===== config.mk =====
export PLATFORM = sky130hd
export DESIGN_NAME = bcd_display_sched
export DESIGN_NICKNAME = d
export VERILOG_FILES = /design/src/rtl/traffic_pkg.sv /design/src/rtl/scan_tick.sv /design/src/rtl/bcd_display_sched.sv
export SDC_FILE = /design/constraint.sdc
export NUM_CORES = 1
export LEC_CHECK = 0
export ABC_CLOCK_PERIOD_IN_PS = 2560
export BUFFER_PORTS_ARGS = -buffer_cell sky130_fd_sc_hd__buf_2
export CORE_MARGIN = 5
export CORE_UTILIZATION = 50
export CTS_CLUSTER_DIAMETER = 50
export CTS_CLUSTER_SIZE = 28
export DETAILED_ROUTE_END_ITERATION = 16
export PLACE_DENSITY = 0.85
export SYNTH_ARGS = -nofsm -noshare
export SYNTH_HDL_FRONTEND = slang
export SYNTH_HIERARCHICAL = 1
export SYNTH_SLANG_ARGS = --single-unit
export TNS_END_PERCENT = 10

===== constraint.sdc =====
create_clock -name clk -period 2.56 [get_ports clk]
set_input_delay 0.256 -clock clk [delete_from_list [all_inputs] [get_ports clk]]
set_output_delay 0.256 -clock clk [all_outputs]
set_load 0.03 [all_outputs]

===== src/rtl/traffic_pkg.sv =====
// Shared types for the traffic-light display path: FSM states, channel ids,
// the per-channel held BCD record and the dark-anode constant.
package traffic_pkg;

    typedef enum logic [1:0] {
        ST_IDLE   = 2'd0,
        ST_CONV_A = 2'd1,
        ST_CONV_B = 2'd2
    } state_t;

    typedef enum logic {
        CH_A = 1'b0,
        CH_B = 1'b1
    } ch_t;

    localparam logic [3:0] AN_OFF = 4'b1111;

    // Captured conversion result; ovf doubles as "hundreds digit non-zero".
    typedef struct packed {
        logic [3:0] tens;
        logic [3:0] ones;
        logic       ovf;
    } held_t;

    // A tens digit is a leading zero only when the hundreds digit is zero too.
    function automatic logic tens_is_lz(held_t h);
        return (h.tens == 4'd0) && !h.ovf;
    endfunction

endpackage


===== src/rtl/scan_tick.sv =====
// Display scan timebase: a SCAN_DIV-cycle prescaler stepping a 2-bit digit index.
module scan_tick #(
    parameter int SCAN_DIV = 50000
) (
    input  logic       clk,
    input  logic       rst,
    output logic [1:0] idx
);

    localparam int PW = (SCAN_DIV > 2) ? $clog2(SCAN_DIV) : 1;

    logic [PW-1:0] pre;

    // Prescaler wraps at SCAN_DIV-1; each wrap advances the lit digit.
    always_ff @(posedge clk) begin
        if (rst) begin
            pre <= '0;
            idx <= 2'd0;
        end else if (pre == PW'(SCAN_DIV - 1)) begin
            pre <= '0;
            idx <= idx + 2'd1;
        end else begin
            pre <= pre + PW'(1);
        end
    end

endmodule


===== src/rtl/bcd_display_sched.sv =====
// Round-robin sharing of one combinational HEX_BCD between two countdown
// channels, holding each channel's BCD result and scanning the four digits
// onto a common-anode display.
module bcd_display_sched
    import traffic_pkg::*;
#(
    parameter int SCAN_DIV = 50000,
    parameter bit LZ_BLANK = 1'b1
) (
    input  logic       clk,
    input  logic       rst,
    input  logic [7:0] val_a,
    input  logic       req_a,
    output logic       ack_a,
    input  logic [7:0] val_b,
    input  logic       req_b,
    output logic       ack_b,
    output logic [7:0] bcd_hex,
    input  logic [3:0] bcd_ones,
    input  logic [3:0] bcd_tens,
    input  logic [3:0] bcd_hund,
    output logic       ovf_a,
    output logic       ovf_b,
    output logic [3:0] an,
    output logic [3:0] digit
);

    state_t state, state_nxt;
    ch_t    last_grant;
    held_t  held_a, held_b;
    logic   grant_a, grant_b, cap_a, cap_b;
    logic [1:0] idx;

    scan_tick #(.SCAN_DIV(SCAN_DIV)) u_scan (
        .clk (clk),
        .rst (rst),
        .idx (idx)
    );

    assign ovf_a = held_a.ovf;
    assign ovf_b = held_b.ovf;

    // Arbitration and next state: IDLE always sits between two conversions,
    // so each conversion takes exactly one grant cycle and one capture cycle.
    always_comb begin
        state_nxt = state;
        grant_a   = 1'b0;
        grant_b   = 1'b0;
        cap_a     = 1'b0;
        cap_b     = 1'b0;
        case (state)
            ST_IDLE: begin
                if (req_a && (!req_b || last_grant == CH_B)) begin
                    grant_a   = 1'b1;
                    state_nxt = ST_CONV_A;
                end else if (req_b) begin
                    grant_b   = 1'b1;
                    state_nxt = ST_CONV_B;
                end
            end
            ST_CONV_A: begin
                cap_a     = 1'b1;
                state_nxt = ST_IDLE;
            end
            ST_CONV_B: begin
                cap_b     = 1'b1;
                state_nxt = ST_IDLE;
            end
            default: state_nxt = ST_IDLE;
        endcase
    end

    // State, operand latch, result capture and ack pulses. Reset wins over a
    // capture in flight, so an interrupted conversion never acks.
    always_ff @(posedge clk) begin
        if (rst) begin
            state      <= ST_IDLE;
            last_grant <= CH_B;
            bcd_hex    <= 8'd0;
            held_a     <= '0;
            held_b     <= '0;
            ack_a      <= 1'b0;
            ack_b      <= 1'b0;
        end else begin
            state <= state_nxt;
            ack_a <= cap_a;
            ack_b <= cap_b;
            if (grant_a)
                bcd_hex <= val_a;
            else if (grant_b)
                bcd_hex <= val_b;
            if (cap_a) begin
                held_a     <= '{tens: bcd_tens, ones: bcd_ones, ovf: (bcd_hund != 4'd0)};
                last_grant <= CH_A;
            end
            if (cap_b) begin
                held_b     <= '{tens: bcd_tens, ones: bcd_ones, ovf: (bcd_hund != 4'd0)};
                last_grant <= CH_B;
            end
        end
    end

    // Digit drive registered from the scan index; leading-zero tens slots go dark.
    always_ff @(posedge clk) begin
        if (rst) begin
            an    <= AN_OFF;
            digit <= 4'd0;
        end else begin
            unique case (idx)
                2'd0: begin
                    an    <= 4'b1110;
                    digit <= held_b.ones;
                end
                2'd1: begin
                    if (LZ_BLANK && tens_is_lz(held_b)) begin
                        an    <= AN_OFF;
                        digit <= 4'd0;
                    end else begin
                        an    <= 4'b1101;
                        digit <= held_b.tens;
                    end
                end
                2'd2: begin
                    an    <= 4'b1011;
                    digit <= held_a.ones;
                end
                2'd3: begin
                    if (LZ_BLANK && tens_is_lz(held_a)) begin
                        an    <= AN_OFF;
                        digit <= 4'd0;
                    end else begin
                        an    <= 4'b0111;
                        digit <= held_a.tens;
                    end
                end
            endcase
        end
    end

endmodule


==> summary by stage <==
Detailed routing
In the routed layout, each cell is associated on average with a via count of 5.56. The antenna violation net count after detailed routing is 0. The average routed wire per standard cell is 14.1 um. The pre-antenna-repair detailed-routing pass consisted of 4 iterations.

The starting DRC count in detailed routing is 117. The final layout contains routed wiring with a total length of 5210 um. The DRC violations left is 0.

The total vias in the final route is 2,045.

Finish
The final cell count without fillers is 368. The area growth from synthesis to layout is 20.2%. In the final layout, the multi-input gates occupy 1110 um^2. The layout has 395 filler cells. The layout net count is 342. The storage element area is 1140 um^2. The fraction of final layout cells sized beyond drive strength 1 is 0.252.

The number of antenna diodes in the final layout is 0.

Floorplan
The region available for standard cell placement spans 4630 um^2. The die span in y is 78.6 um. The effective utilization at floorplan is 0.508. In this run the core area contains 25 standard-cell rows.

The top-level port count is 52. The die is 78.6 um wide. The die area is 6180 um^2.

STA
The final number of hold-violating endpoints was 0. Setup violations remaining at the end of the flow were counted as 0. The summed negative setup slack over all endpoints is 0 ps. The max-slew violation count came to 0. The final clock skew is 6.76 ps. The worst slew slack as a fraction of its limit is 0.494. The shortest clock period the worst path allows after layout is 1690 ps. The ratio of final minimum period to clock period is 0.662. The transition at the pin with the smallest max-transition slack is 758 ps. Timing would allow up to 590 MHz. Setup repair after global routing left no endpoint under its margin.

Power
The leakage dissipation is 1.11 nW. The internal portion of the total power is 0.00160 W. The share of total power dissipated in the clock network is 0.451.

IR analysis of the VDD net gives a maximum drop of 369 uV. The proportion of power drawn by flip-flops and latches is 0.452. The net switching power is 0.000507 W. The share of total power dissipated in combinational logic is 0.097.

In this run the power density over the cells is 744 nW/um^2. The switching share of power is 0.241.

Placed design
The total instance count after detailed placement is 352. The count of buffers added on input and output ports is 51. The final weighted congestion in routability-driven placement is 0.813. After legalization and detailed placement, the total HPWL measured 3620 um.

Min path
In this run the most critical hold path is launched from bcd_tens[2]. The hold path depth is 3. The worst hold path terminates at held_a[7]$_SDFFE_PP0P_.

In this run the worst hold path is classified as primary input to register.

GRT
The via count of the first global-routing pass is 1,988. The first global-routing pass estimated 8870 um of wire. The residual overflow from global routing is 0.

The global routing usage summed across all routing layers is 0.181. Entering global routing, the biggest net connects 37 pins. The initial antenna violation count is 0.

Clocking
TritonCTS created 9 clock buffers. Buffers inserted to repair hold after CTS numbered 0. The number of buffers on the longest clock path is 2. For the worst-skew pair, the clock arrives at the later sink with an insertion delay of 330 ps. The H-tree level count is 3. The cell sitting at the root of the clock tree is a sky130_fd_sc_hd__clkbuf_8. The clock transition time at the flip-flop clock pins of the worst setup and hold paths is 70 ps.

The quantity of gates resized following cts is 0. The buffers inserted during post-CTS setup optimization is 0. The CTS tree is built. The clock drives 57 sinks.

Worst setup path
The setup check on the worst reg-to-reg path leaves a slack of 870 ps. The most critical setup path has its startpoint at u_scan/pre[0]$_SDFF_PP0_. Measured in cells, the most critical reg-to-reg path has a length of 5.

The reg-to-reg critical path endpoint is u_scan/pre[3]$_SDFF_PP0_. The critical path start-end classification is register to register. For the worst setup path, the data required time is 2760 ps.

The critical-path maximum fanout is 15. The worst setup path is captured at a register. The startpoint identified for the worst register-to-register timing path is u_scan/pre[0]$_SDFF_PP0_. The arrival time reported for the critical path endpoint is 1890 ps. The worst setup path is launched from a register.

Run
The number of maximum-capacitance constraint violations is 0.

Yosys
Synthesis inferred 57 register bits. The most frequently used flop master after synthesis is sky130_fd_sc_hd__dfxtp_1. The share of the Yosys chip area taken by registers is 0.485. The count of different cell masters after synthesis is 42.

The netlist area before placement is 2350 um^2. For this run, asynchronously set or reset flops after synthesis account for 0. The cell count after synthesis came out at 262. The net count after synthesis is 295. The number of flops mapped to enable cells by yosys is 0. Yosys printed 6 warnings. The average instance area after synthesis is 8.98 um^2.

Run status
The flow ran to the end, and the final reports show no timing, DRC or antenna violations.
==> cell usage in the layout, fill, tap and decap left out, drive strengths merged <==
master    synthesis  routed
a211oi            2       2
a21oi            27      27
nor2b             4       4
and2              5       5
a311oi            8       8
clkbuf            8      11
o2111ai           1       1
or3               1       1
nand4             5       5
and3              1       1
xor2              2       2
o211ai            1       1
and4b             1       1
mux4              4       4
nor3              3       3
inv               7       7
clkinvlp          0       1
nand3            13      13
bufinv            0       2
nand3b            1       1
and4              2       2
ha                1       1
dfxtp            57      57
o31ai             1       1
or4               3       3
nand2b            3       3
or2               2       2
buf               7      51
nor4b             2       2
nor2             25      25
nand2            38      38
nor4              5       5
or2b              1       1
clkinv            0       2
o21ai             9       9
mux2              1       1
xnor2            11      11
==> power groups by stage <==
stage          Clock [W]  Sequential (W)  Combinational (W)
5_1_grt         0.000995        0.000954           0.000223
6_report        0.000949        0.000951           0.000203
3_3_place_gp           0        0.000968           0.000198
3_5_place_dp           0        0.000969           0.000203
2_1_floorplan          0         0.00100           0.000104
4_1_cts         0.000958        0.000950           0.000204
==> how the worst max path moves through the flow <==
stage,slack (ps),end,depth (start not counted)
CTS,870,u_scan/pre[3]$_SDFF_PP0_,5
detailed placement,880,u_scan/pre[3]$_SDFF_PP0_,5
global placement,970,u_scan/pre[9]$_SDFF_PP0_,5
global route,690,u_scan/pre[11]$_SDFF_PP0_,5
floorplan,1110,u_scan/idx[1]$_SDFFE_PP0N_,5
finish,870,u_scan/pre[3]$_SDFF_PP0_,5
==> synth_stat cells (4+ instances only) <==
master | instances | area, um^2
sky130_fd_sc_hd__mux4_2 | 4 | 90.1
sky130_fd_sc_hd__nor2_1 | 25 | 93.8
sky130_fd_sc_hd__a311oi_1 | 7 | 61.3
sky130_fd_sc_hd__a21oi_1 | 27 | 135
sky130_fd_sc_hd__inv_1 | 7 | 26.3
sky130_fd_sc_hd__dfxtp_1 | 57 | 1140
sky130_fd_sc_hd__nand2_1 | 38 | 143
sky130_fd_sc_hd__clkbuf_1 | 8 | 30.0
sky130_fd_sc_hd__nor4_1 | 5 | 31.3
sky130_fd_sc_hd__nand3_1 | 12 | 60.1
sky130_fd_sc_hd__nor2b_1 | 4 | 25.0
sky130_fd_sc_hd__and2_1 | 4 | 25.0
sky130_fd_sc_hd__xnor2_1 | 11 | 96.3
sky130_fd_sc_hd__o21ai_0 | 9 | 45.0
sky130_fd_sc_hd__buf_2 | 4 | 20.0
==> flip-flops by register name, indices dropped and copies added, names as in the netlist, 2 cells and up <==
name	flops
bcd_hex	8
held_b	8
held_a	8
u_scan/pre	16
state	2
an	4
u_scan/idx	2
digit	4
==> layer usage <==
metal / part of all wire / global-route usage
met1: 0.43 / 0.223
met4: 0.021 / 0.0944
met2: 0.49 / 0.289
met5: 0 / 0
met3: 0.057 / 0.0470
==> final cells by class <==
cell class / count / share of cell area
clock buffer: 11 / 0.0535
clock inverter: 5 / 0.0274
multi-input combinational: 183 / 0.392
timing repair buffer: 51 / 0.0903
sequential: 57 / 0.404
tap: 54 / 0.0239
inverter: 7 / 0.00929
==> worst max-delay path: stages, from the launching register on <==
cell and delay, ps:
sky130_fd_sc_hd__dfxtp_1 390, sky130_fd_sc_hd__ha_1 230, sky130_fd_sc_hd__and3_1 220, sky130_fd_sc_hd__nand4_1 150
sky130_fd_sc_hd__nand2b_1 460, sky130_fd_sc_hd__nor2_1 110
==> cell families after synthesis <==
logic type               Yosys count  synth area share
AO/OA/AOI/OAI                     49             0.126
XOR/XNOR                          13            0.0484
adder cells (fa/ha/maj)            1           0.00532
buffers and inverters             22            0.0436
flip-flops                        57             0.485
multiplexers                       5            0.0431
AND/OR/NAND/NOR                  115             0.249
==> metrics by stage <==
stage | cell area (um^2) | setup slack [ps] | utilization | hold slack, ps | power (W)
6_report | 2830 | 866 | 0.611 | 165 | 0.00210
5_1_grt | 2830 | 694 | 0.611 | 165 | 0.00217
4_1_cts | 2830 | 870 | 0.611 | 155 | 0.00211
3_5_place_dp | 2600 | 882 | 0.561 | 453 | 0.00117
3_3_place_gp | 2600 | 967 | 0.561 | 442 | 0.00117
2_1_floorplan | 2350 | 1110 | - | 328 | 0.00111
(Power assumes the default switching activity.)
